`src/rtl/icache_refill_ctrl_pkg.sv`:
```
// Types and constants for the I-cache line refill sequencer.
// Shared by the controller, its victim selector and its bus interface.
package icache_refill_ctrl_pkg;
  localparam int ICACHE_LINE_WORDS = 4;
  localparam int ICACHE_SETS = 2;
  localparam int WORD_OFS_BITS = $clog2(ICACHE_LINE_WORDS);
  localparam int SET_BITS = $clog2(ICACHE_SETS);

  typedef enum logic [2:0] {
    IDLE,
    REQ,
    WRITE,
    DONE,
    INVAL
  } refill_state_e;
endpackage

```
`src/rtl/icache_refill_ctrl_if.sv`:
```
// Instruction memory read port: request/address out, ack/data back.
// The refill controller is the master, the memory bus the slave.
interface icache_refill_ctrl_if #(
  parameter int ADDR_WIDTH = 32,
  parameter int DATA_WIDTH = 32
);
  logic                  o_mem_req;
  logic [ADDR_WIDTH-1:0] o_mem_addr;
  logic                  i_mem_ack;
  logic [DATA_WIDTH-1:0] i_mem_data;

  modport master (
    output o_mem_req,
    output o_mem_addr,
    input  i_mem_ack,
    input  i_mem_data
  );

  modport slave (
    input  o_mem_req,
    input  o_mem_addr,
    output i_mem_ack,
    output i_mem_data
  );
endinterface

```
`src/rtl/icache_refill_ctrl_victim_sel.sv`:
```
// Round-robin victim set pointer; advances once per committed line.
// Wraps SETS-1 -> 0, so any power-of-two set count drops in.
module icache_victim_sel
  import icache_refill_ctrl_pkg::*;
#(
  parameter int SETS = ICACHE_SETS,
  localparam int SW = $clog2(SETS)
) (
  input  logic          i_clock,
  input  logic          i_reset,
  input  logic          i_advance,
  output logic [SW-1:0] o_set
);
  logic [SW-1:0] ptr_q;
  logic [SW-1:0] ptr_d;

  always_comb begin
    ptr_d = ptr_q;
    if (i_advance) begin
      ptr_d = (ptr_q == SW'(SETS - 1)) ? '0 : ptr_q + SW'(1);
    end
  end

  always_ff @(posedge i_clock) begin
    if (!i_reset) ptr_q <= '0;
    else          ptr_q <= ptr_d;
  end

  assign o_set = ptr_q;
endmodule

```
`src/rtl/icache_refill_ctrl.sv`:
```
// I-cache line refill sequencer: REQ/WRITE per word, tag commit, abort.
// ICACHE_CRITICAL_WORD_FIRST_EN: start at the missed word, forward it.
module icache_refill_ctrl
  import icache_refill_ctrl_pkg::*;
#(
  parameter int ADDR_WIDTH = 32,
  parameter int DATA_WIDTH = 32,
  parameter int LINE_WORDS = ICACHE_LINE_WORDS,
  parameter int SETS = ICACHE_SETS,
  localparam int OB = $clog2(LINE_WORDS),
  localparam int SB = $clog2(SETS)
) (
  input  logic                  i_clock,
  input  logic                  i_reset,
  input  logic                  i_miss,
  input  logic [ADDR_WIDTH-1:0] i_miss_addr,
  input  logic                  i_abort,
  output logic                  o_busy,
  output logic                  o_done,
  icache_refill_ctrl_if.master  bus,
  output logic                  o_cache_wr,
  output logic                  o_cache_tag_wr,
  output logic                  o_cache_inv,
  output logic [SB-1:0]         o_cache_set,
  output logic [ADDR_WIDTH-1:0] o_cache_addr,
`ifdef ICACHE_CRITICAL_WORD_FIRST_EN
  output logic                  o_fwd_valid,
  output logic [DATA_WIDTH-1:0] o_fwd_inst,
`endif
  output logic [DATA_WIDTH-1:0] o_cache_data
);
  refill_state_e state_q, state_d;
  logic [OB-1:0] cnt_q, cnt_d;
  logic [ADDR_WIDTH-1:0] base_q, base_d;
  logic [SB-1:0] set_q, set_d;
  logic abt_q, abt_d;
  logic busy_q, busy_d, done_q, done_d;
  logic req_q, req_d, wr_q, wr_d;
  logic tag_q, tag_d, inv_q, inv_d;
  logic [SB-1:0] cset_q, cset_d;
  logic [ADDR_WIDTH-1:0] maddr_q, maddr_d;
  logic [ADDR_WIDTH-1:0] caddr_q, caddr_d;
  logic [DATA_WIDTH-1:0] cdata_q, cdata_d;
  logic [ADDR_WIDTH-1:0] word_a;
  logic [OB-1:0] miss_ofs, last_idx;
  logic [SB-1:0] victim;
  logic unused_bits;

  assign miss_ofs = i_miss_addr[OB+1:2];

`ifdef ICACHE_CRITICAL_WORD_FIRST_EN
  logic [OB-1:0] start_q, start_d;
  logic fwd_v_q, fwd_v_d;
  logic [DATA_WIDTH-1:0] fwd_i_q, fwd_i_d;
  assign last_idx = start_q - OB'(1);
  assign unused_bits = ^i_miss_addr[1:0];
`else
  assign last_idx = OB'(LINE_WORDS - 1);
  assign unused_bits = ^{i_miss_addr[1:0], miss_ofs};
`endif

  icache_victim_sel #(
    .SETS(SETS)
  ) u_victim (
    .i_clock  (i_clock),
    .i_reset  (i_reset),
    .i_advance(state_q == DONE),
    .o_set    (victim)
  );

  always_comb begin
    state_d = state_q;
    cnt_d = cnt_q;
    base_d = base_q;
    set_d = set_q;
    abt_d = abt_q;
`ifdef ICACHE_CRITICAL_WORD_FIRST_EN
    start_d = start_q;
`endif
    unique case (state_q)
      IDLE: begin
        if (i_miss) begin
          state_d = REQ;
          base_d = {i_miss_addr[ADDR_WIDTH-1:OB+2], {(OB+2){1'b0}}};
          set_d = victim;
          abt_d = 1'b0;
`ifdef ICACHE_CRITICAL_WORD_FIRST_EN
          start_d = miss_ofs;
          cnt_d = miss_ofs;
`else
          cnt_d = '0;
`endif
        end
      end
      REQ: begin
        // An abort here is remembered until the bus ack drains
        abt_d = abt_q | i_abort;
        if (bus.i_mem_ack) state_d = abt_d ? INVAL : WRITE;
      end
      WRITE: begin
        if (i_abort) begin
          state_d = INVAL;
        end else if (cnt_q == last_idx) begin
          state_d = DONE;
        end else begin
          cnt_d = cnt_q + OB'(1);
          state_d = REQ;
        end
      end
      DONE:    state_d = IDLE;
      INVAL:   state_d = IDLE;
      default: state_d = IDLE;
    endcase

    word_a = base_d | ADDR_WIDTH'({cnt_d, 2'b00});
    busy_d = (state_d != IDLE);
    done_d = (state_d == DONE);
    req_d = (state_d == REQ);
    wr_d = (state_d == WRITE);
    inv_d = (state_d == INVAL);
    tag_d = wr_d && (cnt_d == last_idx);
    maddr_d = req_d ? word_a : '0;
    caddr_d = wr_d ? word_a : (inv_d ? base_d : '0);
    cdata_d = wr_d ? bus.i_mem_data : '0;
    cset_d = (wr_d || inv_d) ? set_d : '0;
`ifdef ICACHE_CRITICAL_WORD_FIRST_EN
    fwd_v_d = wr_d && (cnt_d == start_q);
    fwd_i_d = fwd_v_d ? bus.i_mem_data : '0;
`endif
  end

  always_ff @(posedge i_clock) begin
    if (!i_reset) begin
      state_q <= IDLE;
      cnt_q <= '0;
      base_q <= '0;
      set_q <= '0;
      abt_q <= 1'b0;
      busy_q <= 1'b0;
      done_q <= 1'b0;
      req_q <= 1'b0;
      wr_q <= 1'b0;
      tag_q <= 1'b0;
      inv_q <= 1'b0;
      cset_q <= '0;
      maddr_q <= '0;
      caddr_q <= '0;
      cdata_q <= '0;
`ifdef ICACHE_CRITICAL_WORD_FIRST_EN
      start_q <= '0;
      fwd_v_q <= 1'b0;
      fwd_i_q <= '0;
`endif
    end else begin
      state_q <= state_d;
      cnt_q <= cnt_d;
      base_q <= base_d;
      set_q <= set_d;
      abt_q <= abt_d;
      busy_q <= busy_d;
      done_q <= done_d;
      req_q <= req_d;
      wr_q <= wr_d;
      tag_q <= tag_d;
      inv_q <= inv_d;
      cset_q <= cset_d;
      maddr_q <= maddr_d;
      caddr_q <= caddr_d;
      cdata_q <= cdata_d;
`ifdef ICACHE_CRITICAL_WORD_FIRST_EN
      start_q <= start_d;
      fwd_v_q <= fwd_v_d;
      fwd_i_q <= fwd_i_d;
`endif
    end
  end

  assign o_busy = busy_q;
  assign o_done = done_q;
  assign bus.o_mem_req = req_q;
  assign bus.o_mem_addr = maddr_q;
  assign o_cache_wr = wr_q;
  // A late abort in the last WRITE cycle still vetoes the tag commit
  assign o_cache_tag_wr = tag_q & ~i_abort;
  assign o_cache_inv = inv_q;
  assign o_cache_set = cset_q;
  assign o_cache_addr = caddr_q;
  assign o_cache_data = cdata_q;
`ifdef ICACHE_CRITICAL_WORD_FIRST_EN
  assign o_fwd_valid = fwd_v_q;
  assign o_fwd_inst = fwd_i_q;
`endif
endmodule

```
`src/flat_wrapper.sv`:
```
// flat-port wrapper written by rule: the top's interface ports become plain ports
module icache_refill_ctrl_flat import icache_refill_ctrl_pkg::*;
#(
  parameter int ADDR_WIDTH = 32,
  parameter int DATA_WIDTH = 32,
  parameter int LINE_WORDS = ICACHE_LINE_WORDS,
  parameter int SETS = ICACHE_SETS,
  localparam int OB = $clog2(LINE_WORDS),
  localparam int SB = $clog2(SETS)
)
  (i_clock, i_reset, i_miss, i_miss_addr, i_abort, o_busy, o_done, o_cache_wr, o_cache_tag_wr, o_cache_inv, o_cache_set, o_cache_addr, o_cache_data, bus_o_mem_req, bus_o_mem_addr, bus_i_mem_ack, bus_i_mem_data);
  icache_refill_ctrl_if #(.ADDR_WIDTH(ADDR_WIDTH), .DATA_WIDTH(DATA_WIDTH)) bus_i ();
  input  logic i_clock;
  input  logic i_reset;
  input  logic i_miss;
  input  logic [ADDR_WIDTH-1:0] i_miss_addr;
  input  logic i_abort;
  output logic o_busy;
  output logic o_done;
  output logic o_cache_wr;
  output logic o_cache_tag_wr;
  output logic o_cache_inv;
  output logic [SB-1:0] o_cache_set;
  output logic [ADDR_WIDTH-1:0] o_cache_addr;
  output logic [DATA_WIDTH-1:0] o_cache_data;
  output wire logic [$bits(bus_i.o_mem_req)-1:0] bus_o_mem_req;
  output wire logic [$bits(bus_i.o_mem_addr)-1:0] bus_o_mem_addr;
  input wire logic [$bits(bus_i.i_mem_ack)-1:0] bus_i_mem_ack;
  input wire logic [$bits(bus_i.i_mem_data)-1:0] bus_i_mem_data;
  assign bus_o_mem_req = bus_i.o_mem_req;
  assign bus_o_mem_addr = bus_i.o_mem_addr;
  assign bus_i.i_mem_ack = bus_i_mem_ack;
  assign bus_i.i_mem_data = bus_i_mem_data;
  icache_refill_ctrl #(.ADDR_WIDTH(ADDR_WIDTH), .DATA_WIDTH(DATA_WIDTH), .LINE_WORDS(LINE_WORDS), .SETS(SETS)) u_core (.i_clock(i_clock), .i_reset(i_reset), .i_miss(i_miss), .i_miss_addr(i_miss_addr), .i_abort(i_abort), .o_busy(o_busy), .o_done(o_done), .bus(bus_i), .o_cache_wr(o_cache_wr), .o_cache_tag_wr(o_cache_tag_wr), .o_cache_inv(o_cache_inv), .o_cache_set(o_cache_set), .o_cache_addr(o_cache_addr), .o_cache_data(o_cache_data));
endmodule
```
`config.mk`:
```
export PLATFORM = sky130hd
export DESIGN_NAME = icache_refill_ctrl_flat
export DESIGN_NICKNAME = d
export VERILOG_FILES = /design/src/rtl/icache_refill_ctrl_pkg.sv /design/src/rtl/icache_refill_ctrl_if.sv /design/src/rtl/icache_refill_ctrl_victim_sel.sv /design/src/rtl/icache_refill_ctrl.sv /design/src/flat_wrapper.sv
export SDC_FILE = /design/constraint.sdc
export NUM_CORES = 1
export LEC_CHECK = 0
export ABC_CLOCK_PERIOD_IN_PS = 2910
export CAP_MARGIN = 5
export CELL_PAD_IN_SITES_DETAIL_PLACEMENT = 1
export CELL_PAD_IN_SITES_GLOBAL_PLACEMENT = 1
export CORE_MARGIN = 5
export CORE_UTILIZATION = 36
export CTS_CLUSTER_DIAMETER = 80
export DETAILED_ROUTE_END_ITERATION = 8
export PLACE_DENSITY = 0.83
export SLEW_MARGIN = 20
export SYNTH_ARGS = -nofsm -noshare
export SYNTH_HDL_FRONTEND = slang
export SYNTH_HIERARCHICAL = 1
export SYNTH_SLANG_ARGS = --single-unit
```
`constraint.sdc`:
```
create_clock -name i_clock -period 2.91 [get_ports i_clock]
set_input_delay 0.873 -clock i_clock [delete_from_list [all_inputs] [get_ports i_clock]]
set_output_delay 0.873 -clock i_clock [all_outputs]
set_load 0.02 [all_outputs]
```
### Word level (Yosys, flattened, before mapping)

Index checks and enable logic that the tools add are counted.

* output and inout port bits: 103
* flip-flop bits (word level): 143

* add/subtract/negate cells: 2
* mux-type cells: 19
* equality and inequality tests: 10
* reductions and logical operators: 9
* bitwise gates (word level): 4

Operators with widths (number)
* $mux 32: 4
* $or 32x4->32: 1
* $eq 3x2->1 const B: 4
* $mux 3: 4
* $pmux 3 s3: 1
* $mux 2: 4
* $reduce_and 2->1: 4
* $eq 3x1->1 const B: 2
* $eq 2x2->1 const B: 2
* $mux 1: 4
* $pmux 2 s2: 1
* $eq 3x3->1 const B: 1
* $logic_not 3->1: 1
* $reduce_bool 3->1: 1
* $add 2x1->2 const B: 1
* $ne 2x2->1 const B: 1
* $pmux 1 s2: 1
* $reduce_bool 2->1: 1
* $add 1x1->1 const B: 1
* $and 1x1->1: 1
* $logic_and 1x1->1: 1
* $logic_or 1x1->1: 1
* $not 1->1: 1
* $or 1x1->1: 1

### Depth between registers and ports, before layout

* depth after elaboration: 7
* depth in mapped cells: 7
* depth with buffers taken out: 4

### Hierarchy

Netlist, hierarchy kept.

Modules (own cells, without submodules)
* icache_refill_ctrl: area each 4569.4 um2, instances 1, cells an instance 373
* icache_victim_sel: area each 35.0 um2, instances 1, cells an instance 3

### Worst setup path after synthesis

No wires, ideal clock.

* path kind: input-to-output
* start point: input i_abort
* end point: output o_cache_tag_wr
* stages: 1
* arrival time: 1.177 ns
* path slack: 0.860 ns
* data required time: 2.037 ns
* path through: nor2b_1

* cells in the longest elaborated chain, start to end: 2

Ends and longest elaborated chain
* start, declared: line flat_wrapper.sv:17 `input logic i_abort;`
* $not 1->1: line icache_refill_ctrl.sv:184 `assign o_cache_tag_wr = tag_q & ~i_abort;`
* $and 1x1->1: line icache_refill_ctrl.sv:184
* end, declared: line flat_wrapper.sv:21 `output logic o_cache_tag_wr;`

Every way passes these cells.

### Worst setup path in the final report

Ends and elaborated chain as after synthesis.

==> results.txt <==
* Vertical die dimension: 123.1 µm
* Total routed wirelength: around 12 mm
- Max-cap check violation count: 0
* Clock latency on the worst-skew pair: 0.41 ns
* Buffers on Ports: 167
- Biggest area consumer among synthesized cells: sky130_fd_sc_hd__dfxtp_1
- Placed standard-cell area: 6399 µm²
- In this run the static leakage power is 0.002685 µW.
* All-Layer GR Usage: 0.1708
* Biggest fanout along the worst timing path: 2
* Row Count: 41
* Max stage delay on crit path: 0.42 ns
- HPWL Detailed: 8.571 mm
* Vias in the first global route: ~3,600
- Minimum hold slack: 0.4782 ns
- In the global route stage, met3 resource usage came out at 0.06725.
- The worst setup path is captured at a primary output.
* Met1 track demand over resource: 0.1777
* Per-cell via count in the routed design: between 4 and 5
- Clock tree synthesis inserted a total of 17 buffers.
- Cell at the root of the clock tree: sky130_fd_sc_hd__clkbuf_16
* Max_slew headroom: 0.6659
- The synthesized design contains 0 enable-type register cells.
- Final weighted congestion of routability-driven global placement: 0.7450
- At the pin with the least slew margin, the transition time is roughly 0.50 ns.
* Fin. Hold Viols: 0
- Warnings, synthesis: 6
* Placement-stage worst setup slack: -0.0009379 ns
- Critical-path cell with the highest stage delay: sky130_fd_sc_hd__clkdlybuf4s50_1
* Type of the most critical hold path: reg2reg
- The clock arrives with 0.004967 ns of skew.
- 1st-iter DRT viols: 97
- The first global-routing pass estimated between 15 and 20 mm of wire.
* Busiest layer in global routing: met2
* ANT cells: 0
* Cell type group with the largest total delay on the critical path: buffers and inverters
* Final worst setup slack: a little under 0.3 ns
* Type of the worst setup path: in2out
* Buffer count from post-CTS setup fixing: 0
- After detailed routing, the number of remaining DRC violations is 0.
- Timing-limited maximum frequency: 381.7 MHz
* Total congestion overflow after global routing: 0
- TritonCTS built the clock tree.
- Dividing the detail-routed wire length by the instance count gives 16.45 µm.
- For this configuration, the core starts out at a cell density of 0.3664.
- The total count of max-transition violations in the final report was 0.
* Width of the die: 123.1 µm
* Startpoint Class: input pin
- Detailed routing inserted a total of 3,176 vias.
- 172 I/O pins were placed.
* Critical path cell sequence: clkdlybuf4s50_1, nor2b_1, dlygate4sd2_1
- Once layout is done, the placed cells without fillers occupy 6979 µm².
* Average footprint of a synthesized cell: 12.25 µm²
- Synthesized netlist cell count: 376
- Across the VDD grid, the largest voltage drop is 406.6 µV.
* Number of clock sinks: 143
* Async set-reset flop share out of synthesis: 0
- Number of failing setup endpoints in the final timing report: 0
* GRT met2 Usage: 0.3058
- The share of synthesized area in the top cell type comes to 0.6217.
- Total power divided by cell area: 666.5 nW/µm²
- In the synthesized netlist the dominant register cell turns out to be sky130_fd_sc_hd__dfxtp_1.
- Reg clk slew, reported paths: 0.06 ns
* Final worst-path cycle share: 0.9003
- In the final layout, the share of cells above drive strength 1 is 0.1337.
* Fill cell total of the finished layout: approximately 1,300
- Number of search-and-repair iterations in the first detailed-routing pass: 4
- Final min period: 2.620 ns
- Syn nets: between 400 and 500
- Counting along the longest clock path gives a buffer depth of 2.
* Unrepaired setup endpoints after global routing: false
- The number of buffers and inverters on the critical path is 2.
* Hold buffer count at CTS: 0
- Post-synthesis cell area: between 4000 and 5000 µm²
- Counting distinct cell types in the post-synthesis netlist gives 41.
- The die covers 15,150 µm².
- Max H-tree Level: 4
- In the final design database the tool counted ~600 nets.
* Outcome: finished, final reports clean
* Antenna violations before repair: 0
* WP data arrival: 1.75 ns
- Ranked by total cell area, the synthesized netlist is headed by sky130_fd_sc_hd__dfxtp_1 62%, sky130_fd_sc_hd__nor2_4 7.1%, sky130_fd_sc_hd__mux2i_1 6.1%.
- The detail route stage leaves a number of antenna-violating nets equal to 0.
- Entering global routing, the biggest net connects 43 pins.
* Number of synthesized register bits: 143
* Required time of the worst setup path: between 2 and 2.5 ns
- The share of the Yosys chip area taken by registers is 0.6217.
- The core region is 12,570 µm².
* Synthesis-to-finish area growth: 51.58%
-- final cells by class --
class | count | area [µm²] | area share
sequential | 143 | 2863 | 0.4102
timing repair buffer | 176 | 1775 | 0.2544
multi-input combinational | 209 | 1536 | 0.2202
clock buffer | 24 | 471.7 | 0.06759
tap | 172 | 215.2 | 0.03084
clock inverter | 7 | 110.1 | 0.01578
inverter | 2 | 7.507 | 0.001076
-- final timing paths --
kind / from / to / slack (ns) / cells past startpoint
hold reg to reg: u_core/set_q / u_core/set_q / 0.48 / 2
hold / removal: u_core/set_q / u_core/set_q / 0.48 / 2
setup reg to reg: u_core/state_q[1] / u_core/bus.o_mem_addr[18] / 1.02 / 5
setup / recovery: i_abort / o_cache_tag_wr / 0.29 / 3
-- worst min-delay path, stage by stage, from the launching register on --
cell and delay [ns]:
sky130_fd_sc_hd__dfxtp_1 0.30, sky130_fd_sc_hd__nand2_1 0.05, sky130_fd_sc_hd__a21boi_1 0.07
-- registers in the layout, indices dropped and copies added (netlist names) --
| signal | count |
|---|---|
| u_core/set_q | 1 |
| u_core/o_busy | 1 |
| u_core/base_q | 32 |
| u_core/bus.o_mem_req | 1 |
| u_core/u_victim/o_set | 1 |
| u_core/tag_q | 1 |
| u_core/o_cache_set | 1 |
| u_core/o_cache_wr | 1 |
| u_core/state_q | 3 |
| u_core/o_cache_inv | 1 |
| u_core/o_cache_data | 32 |
| u_core/o_done | 1 |
| u_core/bus.o_mem_addr | 32 |
| u_core/cnt_q | 2 |
| u_core/o_cache_addr | 32 |
| u_core/abt_q | 1 |
-- through the flow --
| step | cells | power [µW] | utilization | setup TNS, ns |
|---|---|---|---|---|
| 3_3_place_gp | 702 | 2555 | 0.5091 | 0 |
| 6_report | 733 | 4652 | 0.5553 | 0 |
| 3_5_place_dp | 702 | 2575 | 0.5091 | -0.0009379 |
| 4_1_cts | 733 | 4727 | 0.5553 | 0 |
| 5_1_grt | 733 | 4846 | 0.5553 | 0 |
| 2_1_floorplan | 376 | 2375 | - | 0 |
-- per-layer routing --
layer | part of all wire | wire length [µm] | vias up
met2 | 0.54 | 6497 | 99
met1 | 0.36 | 4401 | 1517
met3 | 0.077 | 929 | 17
met5 | 0 | 0 | -
li1 | - | - | 1543
met4 | 0.019 | 231 | 0
-- cells in the final DEF (no fill, tap or decap), types with 2 or more instances in the layout --
cell / instances
sky130_fd_sc_hd__a21o_1: 2
sky130_fd_sc_hd__a21oi_1: 3
sky130_fd_sc_hd__and2_1: 39
sky130_fd_sc_hd__and3_1: 9
sky130_fd_sc_hd__buf_12: 3
sky130_fd_sc_hd__buf_4: 6
sky130_fd_sc_hd__bufinv_16: 3
sky130_fd_sc_hd__clkbuf_1: 5
sky130_fd_sc_hd__clkbuf_16: 17
sky130_fd_sc_hd__clkbuf_8: 2
sky130_fd_sc_hd__clkdlybuf4s50_1: 166
sky130_fd_sc_hd__clkinv_2: 4
sky130_fd_sc_hd__dfxtp_1: 143
sky130_fd_sc_hd__mux2i_1: 28
sky130_fd_sc_hd__nand2_1: 9
sky130_fd_sc_hd__nor2_1: 34
sky130_fd_sc_hd__nor2_4: 29
sky130_fd_sc_hd__nor2b_1: 31
sky130_fd_sc_hd__o21ai_1: 2
-- logic make-up (layout without fill, tap and decap cells) --
| kind of cell | count (synthesis) | count (layout) | share of synthesized area |
|---|---|---|---|
| and+or+nand+nor | 162 | 162 | 0.2399 |
| DFF | 143 | 143 | 0.6217 |
| muxes | 28 | 28 | 0.06087 |
| buffers and inverters | 24 | 209 | 0.04565 |
| AOI/OAI and AO/OA | 18 | 18 | 0.02989 |
| xor gates and xnor gates | 1 | 1 | 0.001903 |
-- report_power, final --
group	total [µW]	internal [µW]	switching, µW	leakage [µW]
logic	474	233	241	0.00124
registers	2050	2030	27.5	0.00116
clock network	2120	1380	741	0.000288
-- Yosys cell counts (2+ instances only) --
cell	number
sky130_fd_sc_hd__buf_8	2
sky130_fd_sc_hd__and2_1	39
sky130_fd_sc_hd__clkbuf_1	8
sky130_fd_sc_hd__buf_12	3
sky130_fd_sc_hd__buf_6	6
sky130_fd_sc_hd__o21ai_1	2
sky130_fd_sc_hd__nor2_1	34
sky130_fd_sc_hd__nor2_4	29
sky130_fd_sc_hd__a21o_1	2
sky130_fd_sc_hd__buf_2	3
sky130_fd_sc_hd__nor2b_1	31
sky130_fd_sc_hd__and3_1	9
sky130_fd_sc_hd__dfxtp_1	143
sky130_fd_sc_hd__a21oi_1	3
sky130_fd_sc_hd__mux2i_1	28
sky130_fd_sc_hd__nand2_1	9
-- timing repair --
action | 4_1_cts | 5_1_grt
hold endpoints to repair | 0 | 0
setup endpoints to repair | 1 | 0
resized for setup | 1 | 0
(Power assumes the default switching activity.)
